`config.mk`:
```
export PLATFORM = sky130hd
export DESIGN_NAME = arb_pixel_fifo_flat
export DESIGN_NICKNAME = d
export VERILOG_FILES = /design/src/rtl/arb_pixel_fifo_if.sv /design/src/rtl/arb_pixel_fifo.sv /design/src/flat_wrapper.sv
export SDC_FILE = /design/constraint.sdc
export NUM_CORES = 1
export LEC_CHECK = 0
export CORE_UTILIZATION = 56
export DETAILED_ROUTE_END_ITERATION = 7
export GPL_ROUTABILITY_DRIVEN = 0
export MAX_ROUTING_LAYER = met4
export PLACE_DENSITY = 0.74
export SLEW_MARGIN = 5
export SYNTH_ARGS = -nofsm -noshare
export SYNTH_HDL_FRONTEND = slang
export SYNTH_SLANG_ARGS = --single-unit
export TNS_END_PERCENT = 20
```
`constraint.sdc`:
```
create_clock -name clk -period 5 [get_ports clk]
set_input_delay 1 -clock clk [delete_from_list [all_inputs] [get_ports clk]]
set_output_delay 1 -clock clk [all_outputs]
set_load 0.01 [all_outputs]
```
`src/rtl/arb_pixel_fifo_if.sv`:
```
// arb_pixel_fifo_if
//  Bundles the arbiter write side, the master/DMA read side and the status
//  flags of the pixel FIFO.
//  slave  modport : the FIFO itself (takes slvx_*, ready and ovf_clr; drives flags and read data)
//  master modport : whatever feeds and drains the FIFO (arbiter + master engine)
interface arb_pixel_fifo_if #(
  parameter int DW    = 32,
  parameter int DEPTH = 16
);
  localparam int CW = $clog2(DEPTH) + 1;

  logic          slvx_data_valid;
  logic [DW-1:0] slvx_data;
  logic [1:0]    slvx_mode;
  logic [7:0]    slvx_proc_val;
  logic          data_source;
  logic          fifo_full;
  logic          fifo_afull;
  logic          mstr_rd_valid;
  logic          mstr_rd_ready;
  logic [DW-1:0] mstr_rd_data;
  logic [1:0]    mstr_rd_mode;
  logic [7:0]    mstr_rd_proc_val;
  logic          mstr_rd_source;
  logic [CW-1:0] fifo_count;
  logic          fifo_ovf;
  logic          ovf_clr;

  modport slave (
    input  slvx_data_valid, slvx_data, slvx_mode, slvx_proc_val, data_source,
    input  mstr_rd_ready, ovf_clr,
    output fifo_full, fifo_afull, mstr_rd_valid, mstr_rd_data, mstr_rd_mode,
    output mstr_rd_proc_val, mstr_rd_source, fifo_count, fifo_ovf
  );

  modport master (
    output slvx_data_valid, slvx_data, slvx_mode, slvx_proc_val, data_source,
    output mstr_rd_ready, ovf_clr,
    input  fifo_full, fifo_afull, mstr_rd_valid, mstr_rd_data, mstr_rd_mode,
    input  mstr_rd_proc_val, mstr_rd_source, fifo_count, fifo_ovf
  );
endinterface

```
`src/rtl/arb_pixel_fifo.sv`:
```
// arb_pixel_fifo
//  In-order buffer behind the slave arbiter. Each non-idle arbitrated word is
//  stored with its sideband (source, mode, proc value); the head entry is shown
//  first-word-fall-through on a valid/ready read port. fifo_full / fifo_afull
//  back-pressure the arbiter; words arriving while full are dropped and flagged
//  in the sticky fifo_ovf bit.
//  Ports:
//   clk    - rising-edge clock
//   rst_n  - asynchronous active-low reset
//   bus    - arb_pixel_fifo_if.slave: slvx_* write side, mstr_rd_* read side,
//            fifo_count / fifo_full / fifo_afull / fifo_ovf status, ovf_clr
module arb_pixel_fifo #(
  parameter int DW        = 32,
  parameter int DEPTH     = 16,
  parameter int AF_MARGIN = 2
) (
  input  logic                 clk,
  input  logic                 rst_n,
  arb_pixel_fifo_if.slave      bus
);
  localparam int AW = $clog2(DEPTH);
  localparam int PW = AW + 1;
  localparam logic [PW-1:0] FULL_LVL = PW'(DEPTH);
  localparam logic [PW-1:0] AF_LVL   = PW'(DEPTH - AF_MARGIN);

  typedef struct packed {
    logic          src;
    logic [1:0]    mode;
    logic [7:0]    pv;
    logic [DW-1:0] data;
  } entry_t;

  entry_t        r_mem [DEPTH];
  logic [PW-1:0] r_wr_ptr, r_rd_ptr, r_count;
  logic          r_full, r_afull, r_ovf;

  logic          w_empty, w_word, w_wr_en, w_rd_en;
  logic [PW-1:0] w_cnt_nxt;
  entry_t        w_wr_ent, w_head;

  // Extra pointer MSB separates full from empty when the low bits match.
  assign w_empty  = (r_wr_ptr == r_rd_ptr);
  // Idle (mode 00) words are not real traffic and never occupy an entry.
  assign w_word   = bus.slvx_data_valid && (bus.slvx_mode != 2'b00);
  // Full is judged on the registered flag only: a same-cycle read does not
  // make room for the incoming word.
  assign w_wr_en  = w_word && !r_full;
  assign w_rd_en  = !w_empty && bus.mstr_rd_ready;

  assign w_wr_ent = '{src: bus.data_source, mode: bus.slvx_mode,
                      pv: bus.slvx_proc_val, data: bus.slvx_data};

  always_comb begin
    w_cnt_nxt = r_count;
    if (w_wr_en && !w_rd_en)      w_cnt_nxt = r_count + PW'(1);
    else if (!w_wr_en && w_rd_en) w_cnt_nxt = r_count - PW'(1);
  end

  // Storage is deliberately left out of reset; validity comes from the pointers.
  always_ff @(posedge clk) begin
    if (w_wr_en) r_mem[r_wr_ptr[AW-1:0]] <= w_wr_ent;
  end

  always_ff @(posedge clk or negedge rst_n) begin
    if (!rst_n) begin
      r_wr_ptr <= '0;
      r_rd_ptr <= '0;
      r_count  <= '0;
      r_full   <= 1'b0;
      r_afull  <= 1'b0;
    end else begin
      if (w_wr_en) r_wr_ptr <= r_wr_ptr + PW'(1);
      if (w_rd_en) r_rd_ptr <= r_rd_ptr + PW'(1);
      r_count <= w_cnt_nxt;
      r_full  <= (w_cnt_nxt == FULL_LVL);
      r_afull <= (w_cnt_nxt >= AF_LVL);
    end
  end

  // Sticky overflow; a new drop wins over a same-cycle clear.
  always_ff @(posedge clk or negedge rst_n) begin
    if (!rst_n)                r_ovf <= 1'b0;
    else if (w_word && r_full) r_ovf <= 1'b1;
    else if (bus.ovf_clr)      r_ovf <= 1'b0;
  end

  // Zero-gate the head so stale storage never leaks out while empty
  // (this also gives all-zero read outputs during reset).
  assign w_head = w_empty ? entry_t'('0) : r_mem[r_rd_ptr[AW-1:0]];

  assign bus.mstr_rd_valid    = !w_empty;
  assign bus.mstr_rd_data     = w_head.data;
  assign bus.mstr_rd_mode     = w_head.mode;
  assign bus.mstr_rd_proc_val = w_head.pv;
  assign bus.mstr_rd_source   = w_head.src;
  assign bus.fifo_count       = r_count;
  assign bus.fifo_full        = r_full;
  assign bus.fifo_afull       = r_afull;
  assign bus.fifo_ovf         = r_ovf;
endmodule
```
`src/flat_wrapper.sv`:
```
// flat-port wrapper written by rule: the top's interface ports become plain ports
module arb_pixel_fifo_flat 
#(
  parameter int DW        = 32,
  parameter int DEPTH     = 16,
  parameter int AF_MARGIN = 2
)
  (clk, rst_n, bus_slvx_data_valid, bus_slvx_data, bus_slvx_mode, bus_slvx_proc_val, bus_data_source, bus_mstr_rd_ready, bus_ovf_clr, bus_fifo_full, bus_fifo_afull, bus_mstr_rd_valid, bus_mstr_rd_data, bus_mstr_rd_mode, bus_mstr_rd_proc_val, bus_mstr_rd_source, bus_fifo_count, bus_fifo_ovf);
  arb_pixel_fifo_if #(.DW(DW), .DEPTH(DEPTH)) bus_i ();
  input  logic clk;
  input  logic rst_n;
  input wire logic [$bits(bus_i.slvx_data_valid)-1:0] bus_slvx_data_valid;
  input wire logic [$bits(bus_i.slvx_data)-1:0] bus_slvx_data;
  input wire logic [$bits(bus_i.slvx_mode)-1:0] bus_slvx_mode;
  input wire logic [$bits(bus_i.slvx_proc_val)-1:0] bus_slvx_proc_val;
  input wire logic [$bits(bus_i.data_source)-1:0] bus_data_source;
  input wire logic [$bits(bus_i.mstr_rd_ready)-1:0] bus_mstr_rd_ready;
  input wire logic [$bits(bus_i.ovf_clr)-1:0] bus_ovf_clr;
  output wire logic [$bits(bus_i.fifo_full)-1:0] bus_fifo_full;
  output wire logic [$bits(bus_i.fifo_afull)-1:0] bus_fifo_afull;
  output wire logic [$bits(bus_i.mstr_rd_valid)-1:0] bus_mstr_rd_valid;
  output wire logic [$bits(bus_i.mstr_rd_data)-1:0] bus_mstr_rd_data;
  output wire logic [$bits(bus_i.mstr_rd_mode)-1:0] bus_mstr_rd_mode;
  output wire logic [$bits(bus_i.mstr_rd_proc_val)-1:0] bus_mstr_rd_proc_val;
  output wire logic [$bits(bus_i.mstr_rd_source)-1:0] bus_mstr_rd_source;
  output wire logic [$bits(bus_i.fifo_count)-1:0] bus_fifo_count;
  output wire logic [$bits(bus_i.fifo_ovf)-1:0] bus_fifo_ovf;
  assign bus_i.slvx_data_valid = bus_slvx_data_valid;
  assign bus_i.slvx_data = bus_slvx_data;
  assign bus_i.slvx_mode = bus_slvx_mode;
  assign bus_i.slvx_proc_val = bus_slvx_proc_val;
  assign bus_i.data_source = bus_data_source;
  assign bus_i.mstr_rd_ready = bus_mstr_rd_ready;
  assign bus_i.ovf_clr = bus_ovf_clr;
  assign bus_fifo_full = bus_i.fifo_full;
  assign bus_fifo_afull = bus_i.fifo_afull;
  assign bus_mstr_rd_valid = bus_i.mstr_rd_valid;
  assign bus_mstr_rd_data = bus_i.mstr_rd_data;
  assign bus_mstr_rd_mode = bus_i.mstr_rd_mode;
  assign bus_mstr_rd_proc_val = bus_i.mstr_rd_proc_val;
  assign bus_mstr_rd_source = bus_i.mstr_rd_source;
  assign bus_fifo_count = bus_i.fifo_count;
  assign bus_fifo_ovf = bus_i.fifo_ovf;
  arb_pixel_fifo #(.DW(DW), .DEPTH(DEPTH), .AF_MARGIN(AF_MARGIN)) u_core (.clk(clk), .rst_n(rst_n), .bus(bus_i));
endmodule
```
* Word-level counts from Yosys, hierarchy flattened
Memories as Yosys holds them, arrays and structs flattened.
Cells that the tools add are included.
** Storage, ports and cells
- Flip-flop bits (word level) :: 18
- Bits in latches :: 0
- Memory bits (writable) :: 688
- Memory bits (read-only) :: 0
- Input port bits :: 48
- Output and inout port bits :: 52
- Logic and storage cells :: 33
- Memories :: 1
** Memory list
- u_core.r_mem :: depth 16, width 43, read ports 1, clocked after Yosys merged registers in 0, write ports 1, line arb_pixel_fifo.sv:33 : entry_t r_mem [DEPTH];
** Cells by class
- Add/sub/neg operators :: 4
- Multipliers :: 0
- Div/mod/pow operators :: 0
- Magnitude comparators :: 1
- Equality and inequality tests :: 2
- Shift operators :: 0
- Muxes and demuxes :: 7
- Bitwise operators :: 0
- Reduce and logical (&&, ||, !) cells :: 12
** Operators by type and width (number)
- 43-bit two-way mux :: 1
- 5-bit by 1-bit adder with 5-bit output, second input constant :: 3
- 5-bit two-way mux :: 2
- 1-bit logical AND :: 6
- 5-bit == test :: 1
- 5-bit == test, second input constant :: 1
- 5-bit by 4-bit >= comparator with 1-bit output, second input constant :: 1
- 5-bit by 1-bit subtractor with 5-bit output, second input constant :: 1
- 1-bit zero test :: 4
- 1-bit two-way mux :: 4
- 2-bit nonzero test :: 2

* Logic depth before layout (Yosys ltp)
Gate-level depths: netlist of run 1.
- Word-level depth :: 8
- Depth in mapped cells :: 8
- Gate-level depth less buffers :: 7

* Least setup slack after synthesis of run 1
Ideal clock, no wire load.
- Path type :: input port to flip-flop
- From :: in bus_slvx_mode[1]
- To :: mem u_core.r_mem[3][0] in the netlist's numbering (enable)
- Setup time :: 0.497 ns
- Arrival time :: 4.739 ns
- Required time :: 4.503 ns
- Setup slack :: -0.236 ns
- Stages :: 5
- Buffers on the path :: 1
- Cells stage by stage :: o21ai_1 -> nor2_1 -> clkbuf_1 -> nand2_1 -> nor3_1
** Between the ends
- Cells in the longest elaborated chain, start to end :: 5
** RTL lines
- start: declaration :: line flat_wrapper.sv:14 : input wire logic [$bits(bus_i.slvx_mode)-1:0] bus_slvx_mode;
- 2-bit nonzero test :: line arb_pixel_fifo.sv:44 : assign w_word = bus.slvx_data_valid && (bus.slvx_mode != 2'b00);
- 1-bit logical AND :: line arb_pixel_fifo.sv:44
- 1-bit logical AND :: line arb_pixel_fifo.sv:47 : assign w_wr_en = w_word && !r_full;
- 1-bit two-way mux :: line arb_pixel_fifo.sv:61 : if (w_wr_en) r_mem[r_wr_ptr[AW-1:0]] <= w_wr_ent;
- 1-bit two-way mux (implied by the code) :: line arb_pixel_fifo.sv:61
- end: declaration :: line arb_pixel_fifo.sv:33
Every way passes these cells.

* Worst setup path in the final report of run 1
- From :: reg u_core.r_rd_ptr[0]
- To :: out bus_mstr_rd_data[1]
** Between the ends
- Cells in the longest elaborated chain, start to end :: 2
- Elaborated cells on any way between the ends :: 3
- Classes of those cells :: eq/ne (1); mux (1); memory (1)
** RTL lines
- start: declaration :: line arb_pixel_fifo.sv:34 : logic [PW-1:0] r_wr_ptr, r_rd_ptr, r_count;
- start signal: assignment :: line arb_pixel_fifo.sv:73 : if (w_rd_en) r_rd_ptr <= r_rd_ptr + PW'(1);
- memory 16 x 43 bit or 5-bit == test (tied branches)
- 43-bit two-way mux (*) :: line arb_pixel_fifo.sv:89 : assign w_head = w_empty ? entry_t'('0) : r_mem[r_rd_ptr[AW-1:0]];
- end: declaration :: line flat_wrapper.sv:22 : output wire logic [$bits(bus_i.mstr_rd_data)-1:0] bus_mstr_rd_data;
Mark *: on every way between the ends. The rest lies on a longest branch, timed or not.

==> impl_metrics.prom, run 1 <==
# TYPE chip_impl_metric gauge
chip_impl_info{name="rsz0062_at_grt",value="no"} 1
chip_impl_metric{name="grt_remaining_overflow",unit=""} 0
chip_impl_metric{name="port-buffer-count",unit=""} 99
chip_impl_metric{name="synth_enable_flop_cells",unit=""} 688
chip_impl_metric{name="crit_arrival",unit="ns"} 3.59
chip_impl_metric{name="layout.cells.non_filler",unit=""} 1937
chip_impl_metric{name="net_count_of_the_mapped_netlist",unit=""} 1172
chip_impl_metric{name="via_count",unit=""} 12200
chip_impl_metric{name="whs_path_depth",unit=""} 1
chip_impl_info{name="cell_by_cell_trace_of_the_critical_path",value="buf_4, mux4_2, mux4_2, nor2b_1, clkdlybuf4s50_1"} 1
chip_impl_metric{name="maxSlewViolCount",unit=""} 0
chip_impl_metric{name="core.rowCount",unit=""} 80
chip_impl_metric{name="synth.lib_cells_used.distinct",unit=""} 30
chip_impl_metric{name="synth_area",unit="um^2"} 27200
chip_impl_info{name="worst_setup_path_startpoint",value="u_core.r_rd_ptr[0]$_DFFE_PN0P_"} 1
chip_impl_metric{name="clock_latency",unit="ns"} 0.59
chip_impl_metric{name="drtAntennaViolNets",unit=""} 0
chip_impl_metric{name="maxCapViolCount",unit=""} 0
chip_impl_metric{name="post_drt_wl_per_cell",unit="um"} 29.1
chip_impl_metric{name="cts_buffer_depth",unit=""} 3
chip_impl_metric{name="grt_util_all_layers",unit="%"} 24.3
chip_impl_metric{name="timing.reg2reg.setup_slack",unit="ns"} 2.12
chip_impl_metric{name="design.final.nets",unit=""} 1324
chip_impl_metric{name="cts_resized",unit=""} 0
chip_impl_metric{name="maxSlewHeadroom",unit="%"} 34.8
chip_impl_metric{name="die_width",unit="um"} 222
chip_impl_info{name="worst_setup_path_endpoint",value="bus_mstr_rd_data[1]"} 1
chip_impl_metric{name="min_period_over_period",unit="%"} 91.8
chip_impl_metric{name="vdd_ir_drop_max",unit="uV"} 272
chip_impl_metric{name="final.hold.worst_slack",unit="ns"} 0.498
chip_impl_metric{name="wl",unit="um"} 56300
chip_impl_metric{name="netlist_instances",unit=""} 1117
chip_impl_metric{name="grt_max_degree",unit=""} 57
chip_impl_metric{name="first_global_vias",unit=""} 12700
chip_impl_metric{name="tightestPinTransition",unit="ns"} 0.978
chip_impl_metric{name="drtIter0Drc",unit=""} 1280
chip_impl_metric{name="drt_pass1_iterations",unit=""} 5
chip_impl_info{name="crit_type",value="flop to output port"} 1
chip_impl_metric{name="leakage_component_of_the_power",unit="nW"} 9.81
chip_impl_metric{name="global_route_wire_length_before_repair",unit="um"} 82800
chip_impl_metric{name="synth_seq_area_share",unit="%"} 77.6
chip_impl_info{name="highest_layer",value="met4"} 1
chip_impl_info{name="critical_path.reg2reg.startpoint",value="u_core.r_rd_ptr[0]$_DFFE_PN0P_"} 1
chip_impl_metric{name="pwr_density_cell",unit="nW/um^2"} 572
chip_impl_info{name="final_common_cell",value="edfxtp_1"} 1
chip_impl_metric{name="timing.critical_path.required",unit="ns"} 4.00
chip_impl_metric{name="clock-sinks",unit=""} 706
chip_impl_metric{name="numCtsBuffers",unit=""} 68
chip_impl_metric{name="fin_worst_skew",unit="ns"} 0.0259
chip_impl_info{name="synth.top_cells.by_area",value="edfxtp_1, mux4_2, dfrtp_1"} 1
chip_impl_info{name="ctsRootBufferMaster",value="clkbuf_16"} 1
chip_impl_info{name="path_common_cell",value="mux4_2"} 1
chip_impl_metric{name="met3_length",unit="um"} 4050
chip_impl_metric{name="timing.critical_path.slowest_cell_delay",unit="ns"} 0.79
chip_impl_metric{name="cell_depth_of_the_worst_setup_path",unit=""} 5
chip_impl_metric{name="cts_hold_repair_buffers",unit=""} 0
chip_impl_info{name="synth_ff_type",value="edfxtp_1"} 1
chip_impl_metric{name="drc_errors",unit=""} 0
chip_impl_metric{name="setup_failing_eps_final",unit=""} 0
chip_impl_metric{name="hold_violations",unit=""} 0
chip_impl_metric{name="place.detailed.hpwl",unit="um"} 27100
chip_impl_metric{name="path_max_fanout",unit=""} 26
chip_impl_metric{name="fraction_of_final_layout_cells_sized_beyond_drive_strength_1",unit="%"} 28.1
chip_impl_info{name="holdCritPathClass",value="flop to flop"} 1
chip_impl_metric{name="ys_ff_latch",unit=""} 706
chip_impl_metric{name="ys_async_sr_fraction",unit="%"} 2.55
chip_impl_info{name="tritoncts",value="yes"} 1
chip_impl_metric{name="start_util",unit="%"} 56.8
chip_impl_info{name="worst_setup_path_start_kind",value="flop"} 1
chip_impl_metric{name="placed_cell_area",unit="um^2"} 29200
chip_impl_metric{name="path_buf_inv",unit=""} 2
chip_impl_metric{name="yosysWarnings",unit=""} 0
chip_impl_metric{name="stdcell_area",unit="um^2"} 31400
chip_impl_info{name="crit_path_end_kind",value="output port"} 1
chip_impl_metric{name="r2r.worst_path.cells",unit=""} 8
chip_impl_metric{name="design.die.area",unit="um^2"} 49500
chip_impl_metric{name="postSynthAreaPerCell",unit="um^2"} 24.3
chip_impl_metric{name="synth.top_cell.area_share",unit="%"} 76.0
chip_impl_metric{name="avgViaCountPerCell",unit=""} 6.30
chip_impl_metric{name="antenna_found_initial",unit=""} 3
chip_impl_metric{name="io_pins",unit=""} 100
chip_impl_info{name="crit_family",value="multiplexers"} 1
chip_impl_info{name="r2r_end",value="u_core.bus.fifo_afull$_DFF_PN0_"} 1
chip_impl_metric{name="place_inst",unit=""} 1814
chip_impl_metric{name="ctsHtreeMaxLevel",unit=""} 3
chip_impl_metric{name="die_y",unit="um"} 222
chip_impl_info{name="slowest_cell_on_the_critical_path",value="dfrtp_4"} 1
chip_impl_info{name="status",value="finished clean"} 1
chip_impl_metric{name="cts_setup_buffers",unit=""} 0
chip_impl_metric{name="timing.final.crit_period",unit="ns"} 4.59
chip_impl_metric{name="achievable-frequency",unit="MHz"} 218
chip_impl_metric{name="met2_wirelength",unit="um"} 28400
chip_impl_info{name="most_used_cells_in_the_layout_excluding_fill_and_tap_cells",value="edfxtp_1, mux4_2, clkdlybuf4s50_1"} 1
chip_impl_metric{name="route.layer.met1.wl",unit="um"} 22700
chip_impl_info{name="min_from",value="u_core.r_rd_ptr[4]$_DFFE_PN0P_"} 1
chip_impl_info{name="yosys.area.top_type",value="edfxtp_1"} 1
chip_impl_metric{name="syn_to_final_growth",unit="%"} 15.3
chip_impl_metric{name="coreArea",unit="um^2"} 47800
chip_impl_metric{name="clkSlewWorstSetupHoldPaths",unit="ns"} 0.06
layout make-up:
class,instances,area [um^2]
antenna,3,7.51
clock buffer,92,1910
clock inverter,28,243
fill,2909,16500
inverter,7,26.3
multi-input combinational,347,5820
sequential,706,21100
tap,615,769
timing repair buffer,139,1470
sequential cells by signal, indices dropped and copies added (netlist names):
name and flops:
u_core.r_mem 688, u_core.bus.fifo_count 5, u_core.bus.fifo_full 1, u_core.bus.fifo_ovf 1, u_core.r_wr_ptr 5, u_core.bus.fifo_afull 1
u_core.r_rd_ptr 5
how the worst min path moves through the flow:
| stage | endpoint | slack, ns |
|---|---|---|
| after floorplan | u_core.r_wr_ptr[4]$_DFFE_PN0P_ | 0.46 |
| after global placement | u_core.r_rd_ptr[4]$_DFFE_PN0P_ | 0.48 |
| after detailed placement | u_core.r_rd_ptr[4]$_DFFE_PN0P_ | 0.49 |
| after CTS | u_core.r_rd_ptr[4]$_DFFE_PN0P_ | 0.50 |
| after global routing | u_core.r_wr_ptr[4]$_DFFE_PN0P_ | 0.53 |
| final | u_core.r_rd_ptr[4]$_DFFE_PN0P_ | 0.50 |
synth_stat cells (2+ instances only):
master      n
buf_1       4
buf_2      15
buf_6      17
clkbuf_1   21
dfrtp_1    18
edfxtp_1  688
ha_1        7
inv_1       7
mux2i_1     4
mux4_2    215
nand2_1    14
nand2b_1    3
nand3_1     2
nand4_1     4
nor2_1     14
nor2b_1    44
nor3_1      7
o21ai_0     4
o21ai_1     2
xnor2_1    15
xor2_1      3
power breakdown:
part	switching, W	internal, W	total (W)
combinational	0.00256	0.00307	0.00562
sequential	0.000343	0.00702	0.00736
clock	0.00208	0.00288	0.00496
total	0.00498	0.0130	0.0179
worst register-to-register path, delay by kind of cell, from the launching register on:
kind | cells | cell delay, ns
DFF | 1 | 0.79
and+or+nand+nor | 3 | 0.73
buffers and inverters | 2 | 0.65
AOI/OAI and AO/OA | 1 | 0.24
xor gates and xnor gates | 1 | 0.19
muxes | 1 | 0.17
logic make-up (layout without fill, tap and decap cells):
logic type / after synthesis / after routing / synth area share [%]
mux: 219 / 219 / 18.0
buf+inv: 64 / 266 / 1.42
simple gates: 92 / 92 / 1.83
other cells: 0 / 3 / 0
xor+xnor: 18 / 18 / 0.580
flops: 706 / 706 / 77.6
fa+ha+maj: 7 / 7 / 0.322
compound gates: 11 / 11 / 0.276
stage by stage:
step	total power [W]	worst slack, ns	TNS, ns	util (%)
floorplan	0.0110	-0.198	-25.39	-
global placement	0.0131	1.00	0	61.0
detailed placement	0.0132	0.991	0	61.0
CTS	0.0181	0.331	0	65.5
global route	0.0186	0.245	0	65.5
finish	0.0179	0.409	0	65.5
metal layers:
layer	vias to the layer above	GRT usage, %
met5	-	-
met4	0	7.81
met3	88	3.50
met2	548	38.3
met1	6497	33.4
li1	5064	-
(Power assumes the default switching activity.)
==> run 2, diff against run 1 <==
--- a/config.mk
+++ b/config.mk
@@ -8,7 +8,6 @@
 export CORE_UTILIZATION = 56
 export DETAILED_ROUTE_END_ITERATION = 7
 export GPL_ROUTABILITY_DRIVEN = 0
-export MAX_ROUTING_LAYER = met4
 export PLACE_DENSITY = 0.74
 export SLEW_MARGIN = 5
 export SYNTH_ARGS = -nofsm -noshare
==> impl_metrics.prom, run 2 (same netlist as run 1, synthesis figures left out) <==
# TYPE chip_impl_metric gauge
chip_impl_info{name="ctsRootBufferMaster",value="clkbuf_16"} 1
chip_impl_metric{name="first_global_vias",unit=""} 12700
chip_impl_metric{name="clock-sinks",unit=""} 706
chip_impl_info{name="tritoncts",value="yes"} 1
chip_impl_metric{name="timing.reg2reg.setup_slack",unit="ns"} 2.11
chip_impl_metric{name="cts_buffer_depth",unit=""} 3
chip_impl_metric{name="die_y",unit="um"} 222
chip_impl_metric{name="crit_arrival",unit="ns"} 3.58
chip_impl_metric{name="path_max_fanout",unit=""} 26
chip_impl_metric{name="io_pins",unit=""} 100
chip_impl_metric{name="power.internal",unit="W"} 0.0130
chip_impl_metric{name="timing.critical_path.slowest_cell_delay",unit="ns"} 0.78
chip_impl_metric{name="vdd_ir_drop_max",unit="uV"} 274
chip_impl_info{name="crit_type",value="flop to output port"} 1
chip_impl_metric{name="cts_hold_repair_buffers",unit=""} 0
chip_impl_metric{name="drtAntennaViolNets",unit=""} 0
chip_impl_metric{name="setup_failing_eps_final",unit=""} 0
chip_impl_metric{name="switching_share",unit="%"} 27.8
chip_impl_metric{name="global_route_wire_length_before_repair",unit="um"} 82700
chip_impl_metric{name="r2r.worst_path.cells",unit=""} 8
chip_impl_info{name="most_used_cells_in_the_layout_excluding_fill_and_tap_cells",value="edfxtp_1, mux4_2, clkdlybuf4s50_1"} 1
chip_impl_metric{name="start_util",unit="%"} 56.8
chip_impl_metric{name="timing.critical_path.required",unit="ns"} 4.00
chip_impl_metric{name="max_ffs_per_register",unit=""} 688
chip_impl_info{name="holdCritPathClass",value="flop to flop"} 1
chip_impl_metric{name="stdcell_area",unit="um^2"} 31400
chip_impl_metric{name="min_period_over_period",unit="%"} 91.5
chip_impl_info{name="critical_path.reg2reg.startpoint",value="u_core.r_rd_ptr[0]$_DFFE_PN0P_"} 1
chip_impl_metric{name="drtIter0Drc",unit=""} 1112
chip_impl_metric{name="grt_max_degree",unit=""} 57
chip_impl_metric{name="fin_worst_skew",unit="ns"} 0.0290
chip_impl_metric{name="cts_setup_buffers",unit=""} 0
chip_impl_info{name="slowest_cell_on_the_critical_path",value="dfrtp_4"} 1
chip_impl_metric{name="design.final.nets",unit=""} 1324
chip_impl_metric{name="port-buffer-count",unit=""} 99
chip_impl_metric{name="post-place-ws",unit="ns"} 0.991
chip_impl_metric{name="wl",unit="um"} 56400
chip_impl_metric{name="pwr-share-seq",unit="%"} 41.0
chip_impl_metric{name="combinationalPowerShare",unit="%"} 31.3
chip_impl_metric{name="maxSlewViolCount",unit=""} 0
chip_impl_metric{name="tightestPinTransition",unit="ns"} 0.952
chip_impl_metric{name="core.rowCount",unit=""} 80
chip_impl_metric{name="avgViaCountPerCell",unit=""} 6.31
chip_impl_info{name="worst_setup_path_start_kind",value="flop"} 1
chip_impl_metric{name="maxCapViolCount",unit=""} 0
chip_impl_metric{name="leakage_component_of_the_power",unit="nW"} 9.81
chip_impl_metric{name="maxSlewHeadroom",unit="%"} 36.5
chip_impl_metric{name="finalWorstSetupSlack",unit="ns"} 0.424
chip_impl_info{name="min_from",value="u_core.r_rd_ptr[4]$_DFFE_PN0P_"} 1
chip_impl_metric{name="cts_resized",unit=""} 0
chip_impl_metric{name="achievable-frequency",unit="MHz"} 219
chip_impl_info{name="crit_path_end_kind",value="output port"} 1
chip_impl_metric{name="final.setup.tns",unit="ns"} 0
chip_impl_metric{name="clock_latency",unit="ns"} 0.60
chip_impl_metric{name="clockPowerShare",unit="%"} 27.7
chip_impl_metric{name="post_drt_wl_per_cell",unit="um"} 29.1
chip_impl_metric{name="antenna_found_initial",unit=""} 3
chip_impl_info{name="status",value="finished clean"} 1
chip_impl_metric{name="placed_cell_area",unit="um^2"} 29200
chip_impl_metric{name="ctsHtreeMaxLevel",unit=""} 3
chip_impl_metric{name="fraction_of_final_layout_cells_sized_beyond_drive_strength_1",unit="%"} 28.1
chip_impl_metric{name="design.die.area",unit="um^2"} 49500
chip_impl_metric{name="die_width",unit="um"} 222
chip_impl_metric{name="pwr_density_cell",unit="nW/um^2"} 572
chip_impl_metric{name="syn_to_final_growth",unit="%"} 15.3
chip_impl_metric{name="timing.final.crit_period",unit="ns"} 4.58
chip_impl_info{name="final_common_cell",value="edfxtp_1"} 1
chip_impl_metric{name="multi_input_area",unit="um^2"} 5820
chip_impl_info{name="whs_endpoint",value="u_core.r_rd_ptr[4]$_DFFE_PN0P_"} 1
chip_impl_metric{name="drt_pass1_iterations",unit=""} 5
chip_impl_metric{name="place.detailed.hpwl",unit="um"} 27100
chip_impl_metric{name="whs_path_depth",unit=""} 1
chip_impl_info{name="path_common_cell",value="mux4_2"} 1
chip_impl_info{name="rsz0062_at_grt",value="no"} 1
chip_impl_metric{name="fill_cells",unit=""} 2908
chip_impl_metric{name="grt_remaining_overflow",unit=""} 0
chip_impl_info{name="cell_by_cell_trace_of_the_critical_path",value="buf_4, mux4_2, mux4_2, nor2b_1, clkdlybuf4s50_1"} 1
chip_impl_metric{name="hold_violations",unit=""} 0
chip_impl_metric{name="drc_errors",unit=""} 0
chip_impl_metric{name="coreArea",unit="um^2"} 47800
chip_impl_metric{name="via_count",unit=""} 12200
chip_impl_metric{name="total_switching_power",unit="W"} 0.00498
chip_impl_metric{name="register_area",unit="um^2"} 21100
chip_impl_metric{name="clkSlewWorstSetupHoldPaths",unit="ns"} 0.06
chip_impl_info{name="r2r_end",value="u_core.bus.fifo_afull$_DFF_PN0_"} 1
chip_impl_metric{name="numCtsBuffers",unit=""} 68
chip_impl_metric{name="grt_util_all_layers",unit="%"} 23.5
run 2: cell count changes in the layout (fill, tap and decap cells not counted), sizes merged:
cell   delta
diode     -2
run 2: worst max-delay path by stage:
stage | from | to | cells after the start
2_1_floorplan | bus_slvx_mode[1] | u_core.r_mem[0][0]$_DFFE_PP_ | 5
3_3_place_gp | u_core.r_rd_ptr[0]$_DFFE_PN0P_ | bus_mstr_rd_source | 5
3_5_place_dp | u_core.r_rd_ptr[0]$_DFFE_PN0P_ | bus_mstr_rd_source | 5
4_1_cts | u_core.r_rd_ptr[0]$_DFFE_PN0P_ | bus_mstr_rd_data[1] | 5
5_1_grt | u_core.r_rd_ptr[0]$_DFFE_PN0P_ | bus_mstr_rd_data[1] | 5
6_report | u_core.r_rd_ptr[0]$_DFFE_PN0P_ | bus_mstr_rd_data[1] | 5
run 2: area by class of cell:
class,count,area share (%)
timing repair buffer,139,4.68
antenna,1,0.00798
multi-input combinational,347,18.6
clock inverter,28,0.774
sequential,706,67.4
inverter,7,0.0838
clock buffer,92,6.08
tap,615,2.45
run 2: metrics by stage:
stage / hold WS [ns] / power [W] / util, % / instances
finish: 0.497 / 0.0179 / 65.5 / 1935
global route: 0.533 / 0.0186 / 65.5 / 1935
CTS: 0.499 / 0.0181 / 65.5 / 1934
detailed placement: 0.486 / 0.0132 / 61.0 / 1814
global placement: 0.485 / 0.0131 / 61.0 / 1814
floorplan: 0.462 / 0.0110 / - / 1117
run 2: worst max-delay path, delay by kind of cell, from the launching register on:
family        cells  cell delay, ns
mux               2            1.10
flops             1            0.78
simple gates      1            0.16
buf+inv           2            0.93
run 2: power by group through the flow:
stage | Sequential, W | Clock (W) | Combinational (W)
final | 0.00736 | 0.00496 | 0.00562
after global placement | 0.00745 | 0 | 0.00565
after CTS | 0.00736 | 0.00504 | 0.00572
after global routing | 0.00741 | 0.00524 | 0.00597
after detailed placement | 0.00748 | 0 | 0.00568
after floorplan | 0.00727 | 0 | 0.00377
run 2: routing by layer:
metal | GRT usage [%] | up-vias | wire length [um]
met5 | 0 | - | 17
met4 | 7.81 | 2 | 1250
met3 | 3.62 | 86 | 4400
met2 | 38.2 | 550 | 28400
met1 | 33.2 | 6510 | 22300
li1 | - | 5063 | -
==> run 3, diff against run 2 <==
--- a/config.mk
+++ b/config.mk
@@ -5,10 +5,10 @@
 export SDC_FILE = /design/constraint.sdc
 export NUM_CORES = 1
 export LEC_CHECK = 0
-export CORE_UTILIZATION = 56
+export CORE_UTILIZATION = 55
 export DETAILED_ROUTE_END_ITERATION = 7
 export GPL_ROUTABILITY_DRIVEN = 0
-export PLACE_DENSITY = 0.74
+export PLACE_DENSITY = 0.73
 export SLEW_MARGIN = 5
 export SYNTH_ARGS = -nofsm -noshare
 export SYNTH_HDL_FRONTEND = slang
==> impl_metrics.prom, run 3 (same netlist as run 1, synthesis figures left out) <==
# TYPE chip_impl_metric gauge
chip_impl_info{name="status",value="finished clean"} 1
chip_impl_metric{name="place_inst",unit=""} 1858
chip_impl_metric{name="power.internal",unit="W"} 0.0128
chip_impl_metric{name="global_route_wire_length_before_repair",unit="um"} 84000
chip_impl_metric{name="switching_share",unit="%"} 28.0
chip_impl_metric{name="fin_worst_skew",unit="ns"} 0.0152
chip_impl_metric{name="cts_setup_buffers",unit=""} 0
chip_impl_metric{name="core.rowCount",unit=""} 81
chip_impl_metric{name="hold_violations",unit=""} 0
chip_impl_metric{name="timing.reg2reg.setup_slack",unit="ns"} 2.55
chip_impl_metric{name="drc_errors",unit=""} 0
chip_impl_metric{name="drtAntennaViolNets",unit=""} 0
chip_impl_metric{name="layout.cells.non_filler",unit=""} 1977
chip_impl_metric{name="fraction_of_final_layout_cells_sized_beyond_drive_strength_1",unit="%"} 27.3
chip_impl_metric{name="antenna_found_initial",unit=""} 3
chip_impl_metric{name="place.detailed.hpwl",unit="um"} 27700
chip_impl_metric{name="diodes",unit=""} 0
chip_impl_metric{name="clkSlewWorstSetupHoldPaths",unit="ns"} 0.06
chip_impl_metric{name="design.die.area",unit="um^2"} 50300
chip_impl_metric{name="numCtsBuffers",unit=""} 68
chip_impl_info{name="tritoncts",value="yes"} 1
chip_impl_info{name="crit_path_end_kind",value="output port"} 1
chip_impl_metric{name="whs_path_depth",unit=""} 1
chip_impl_metric{name="avgViaCountPerCell",unit=""} 6.16
chip_impl_metric{name="cts_hold_repair_buffers",unit=""} 0
chip_impl_metric{name="maxSlewViolCount",unit=""} 0
chip_impl_metric{name="combinationalPowerShare",unit="%"} 31.7
chip_impl_metric{name="grt_util_all_layers",unit="%"} 23.5
chip_impl_metric{name="grt_max_degree",unit=""} 57
chip_impl_metric{name="start_util",unit="%"} 55.7
chip_impl_info{name="final_common_cell",value="edfxtp_1"} 1
chip_impl_metric{name="pwr_density_cell",unit="nW/um^2"} 567
chip_impl_info{name="r2r_end",value="u_core.bus.fifo_full$_DFF_PN0_"} 1
chip_impl_metric{name="syn_to_final_growth",unit="%"} 15.3
chip_impl_metric{name="drt_pass1_iterations",unit=""} 5
chip_impl_info{name="rsz0062_at_grt",value="no"} 1
chip_impl_metric{name="first_global_vias",unit=""} 12900
chip_impl_metric{name="ctsHtreeMaxLevel",unit=""} 3
chip_impl_info{name="ctsRootBufferMaster",value="clkbuf_16"} 1
chip_impl_metric{name="leakage_component_of_the_power",unit="nW"} 9.77
chip_impl_metric{name="post-layout-total-power",unit="W"} 0.0178
chip_impl_metric{name="finalWorstSetupSlack",unit="ns"} 0.489
chip_impl_metric{name="clockPowerShare",unit="%"} 27.0
chip_impl_metric{name="cts_buffer_depth",unit=""} 3
chip_impl_metric{name="design.final.nets",unit=""} 1319
chip_impl_metric{name="timing.critical_path.required",unit="ns"} 4.00
chip_impl_metric{name="clock_latency",unit="ns"} 0.60
chip_impl_metric{name="tightestPinTransition",unit="ns"} 0.917
chip_impl_info{name="worst_setup_path_endpoint",value="bus_mstr_rd_mode[1]"} 1
chip_impl_metric{name="cts_resized",unit=""} 0
chip_impl_info{name="worst_setup_path_start_kind",value="flop"} 1
chip_impl_metric{name="post_drt_wl_per_cell",unit="um"} 28.7
chip_impl_metric{name="maxCapViolCount",unit=""} 0
chip_impl_metric{name="post-place-ws",unit="ns"} 1.05
chip_impl_metric{name="port-buffer-count",unit=""} 99
chip_impl_metric{name="final.hold.worst_slack",unit="ns"} 0.505
chip_impl_info{name="crit_type",value="flop to output port"} 1
chip_impl_metric{name="drtIter0Drc",unit=""} 1307
chip_impl_metric{name="wl",unit="um"} 56700
chip_impl_info{name="most_used_cells_in_the_layout_excluding_fill_and_tap_cells",value="edfxtp_1, mux4_2, clkdlybuf4s50_1"} 1
chip_impl_metric{name="timing.final.crit_period",unit="ns"} 4.51
chip_impl_metric{name="crit_arrival",unit="ns"} 3.51
chip_impl_metric{name="r2r.worst_path.cells",unit=""} 6
chip_impl_metric{name="total_switching_power",unit="W"} 0.00498
chip_impl_metric{name="setup_failing_eps_final",unit=""} 0
chip_impl_metric{name="die_y",unit="um"} 224
chip_impl_info{name="critical_path.reg2reg.startpoint",value="u_core.r_rd_ptr[0]$_DFFE_PN0P_"} 1
chip_impl_info{name="worst_setup_path_startpoint",value="u_core.r_rd_ptr[0]$_DFFE_PN0P_"} 1
chip_impl_metric{name="pwr-share-seq",unit="%"} 41.4
chip_impl_metric{name="clock-sinks",unit=""} 706
chip_impl_metric{name="io_pins",unit=""} 100
chip_impl_metric{name="achievable-frequency",unit="MHz"} 222
chip_impl_metric{name="min_period_over_period",unit="%"} 90.2
chip_impl_metric{name="max_ffs_per_register",unit=""} 688
chip_impl_metric{name="die_width",unit="um"} 224
chip_impl_metric{name="final.setup.tns",unit="ns"} 0
chip_impl_metric{name="coreArea",unit="um^2"} 48800
chip_impl_info{name="holdCritPathClass",value="flop to flop"} 1
chip_impl_metric{name="via_count",unit=""} 12200
chip_impl_metric{name="maxSlewHeadroom",unit="%"} 38.9
chip_impl_metric{name="grt_remaining_overflow",unit=""} 0
chip_impl_metric{name="vdd_ir_drop_max",unit="uV"} 404
chip_impl_metric{name="path_max_fanout",unit=""} 26
-- run 3: cell type report --
cell class | count | area, um^2
clock inverter | 33 | 228
timing repair buffer | 134 | 1500
tap | 664 | 831
fill | 3176 | 17500
multi-input combinational | 347 | 5820
clock buffer | 86 | 1830
inverter | 7 | 26.3
sequential | 706 | 21100
-- run 3: routing by layer --
metal	GRT usage, %	share of wire (%)
met1	31.9	39
met2	39.1	51
met3	4.35	7.3
met4	7.22	2.2
met5	0	0.076
-- run 3: worst min-delay path by stage --
stage,startpoint,end
after floorplan,u_core.r_wr_ptr[4]$_DFFE_PN0P_,u_core.r_wr_ptr[4]$_DFFE_PN0P_
after global placement,u_core.r_wr_ptr[4]$_DFFE_PN0P_,u_core.r_wr_ptr[4]$_DFFE_PN0P_
after detailed placement,u_core.r_rd_ptr[4]$_DFFE_PN0P_,u_core.r_rd_ptr[4]$_DFFE_PN0P_
after CTS,u_core.r_rd_ptr[4]$_DFFE_PN0P_,u_core.r_rd_ptr[4]$_DFFE_PN0P_
after global routing,u_core.r_wr_ptr[4]$_DFFE_PN0P_,u_core.r_wr_ptr[4]$_DFFE_PN0P_
final,u_core.r_rd_ptr[4]$_DFFE_PN0P_,u_core.r_rd_ptr[4]$_DFFE_PN0P_
-- run 3: stage by stage --
stage	instance area, um^2	utilization, %
floorplan	27200	-
global placement	29300	60.0
detailed placement	29300	60.0
CTS	31400	64.2
global route	31400	64.2
finish	31400	64.2
-- run 3: power by group through the flow --
stage / logic, W / registers [W] / clock network (W)
after global routing: 0.00599 / 0.00740 / 0.00509
after detailed placement: 0.00569 / 0.00747 / 0
after CTS: 0.00573 / 0.00736 / 0.00486
after floorplan: 0.00377 / 0.00727 / 0
after global placement: 0.00564 / 0.00744 / 0
final: 0.00563 / 0.00736 / 0.00479
-- run 3: worst max-delay path: stages (launching register included) --
cell,delay [ns]
dfrtp_4,0.80
buf_4,0.42
mux4_2,0.54
mux4_2,0.47
nor2b_1,0.17
clkdlybuf4s50_1,0.52
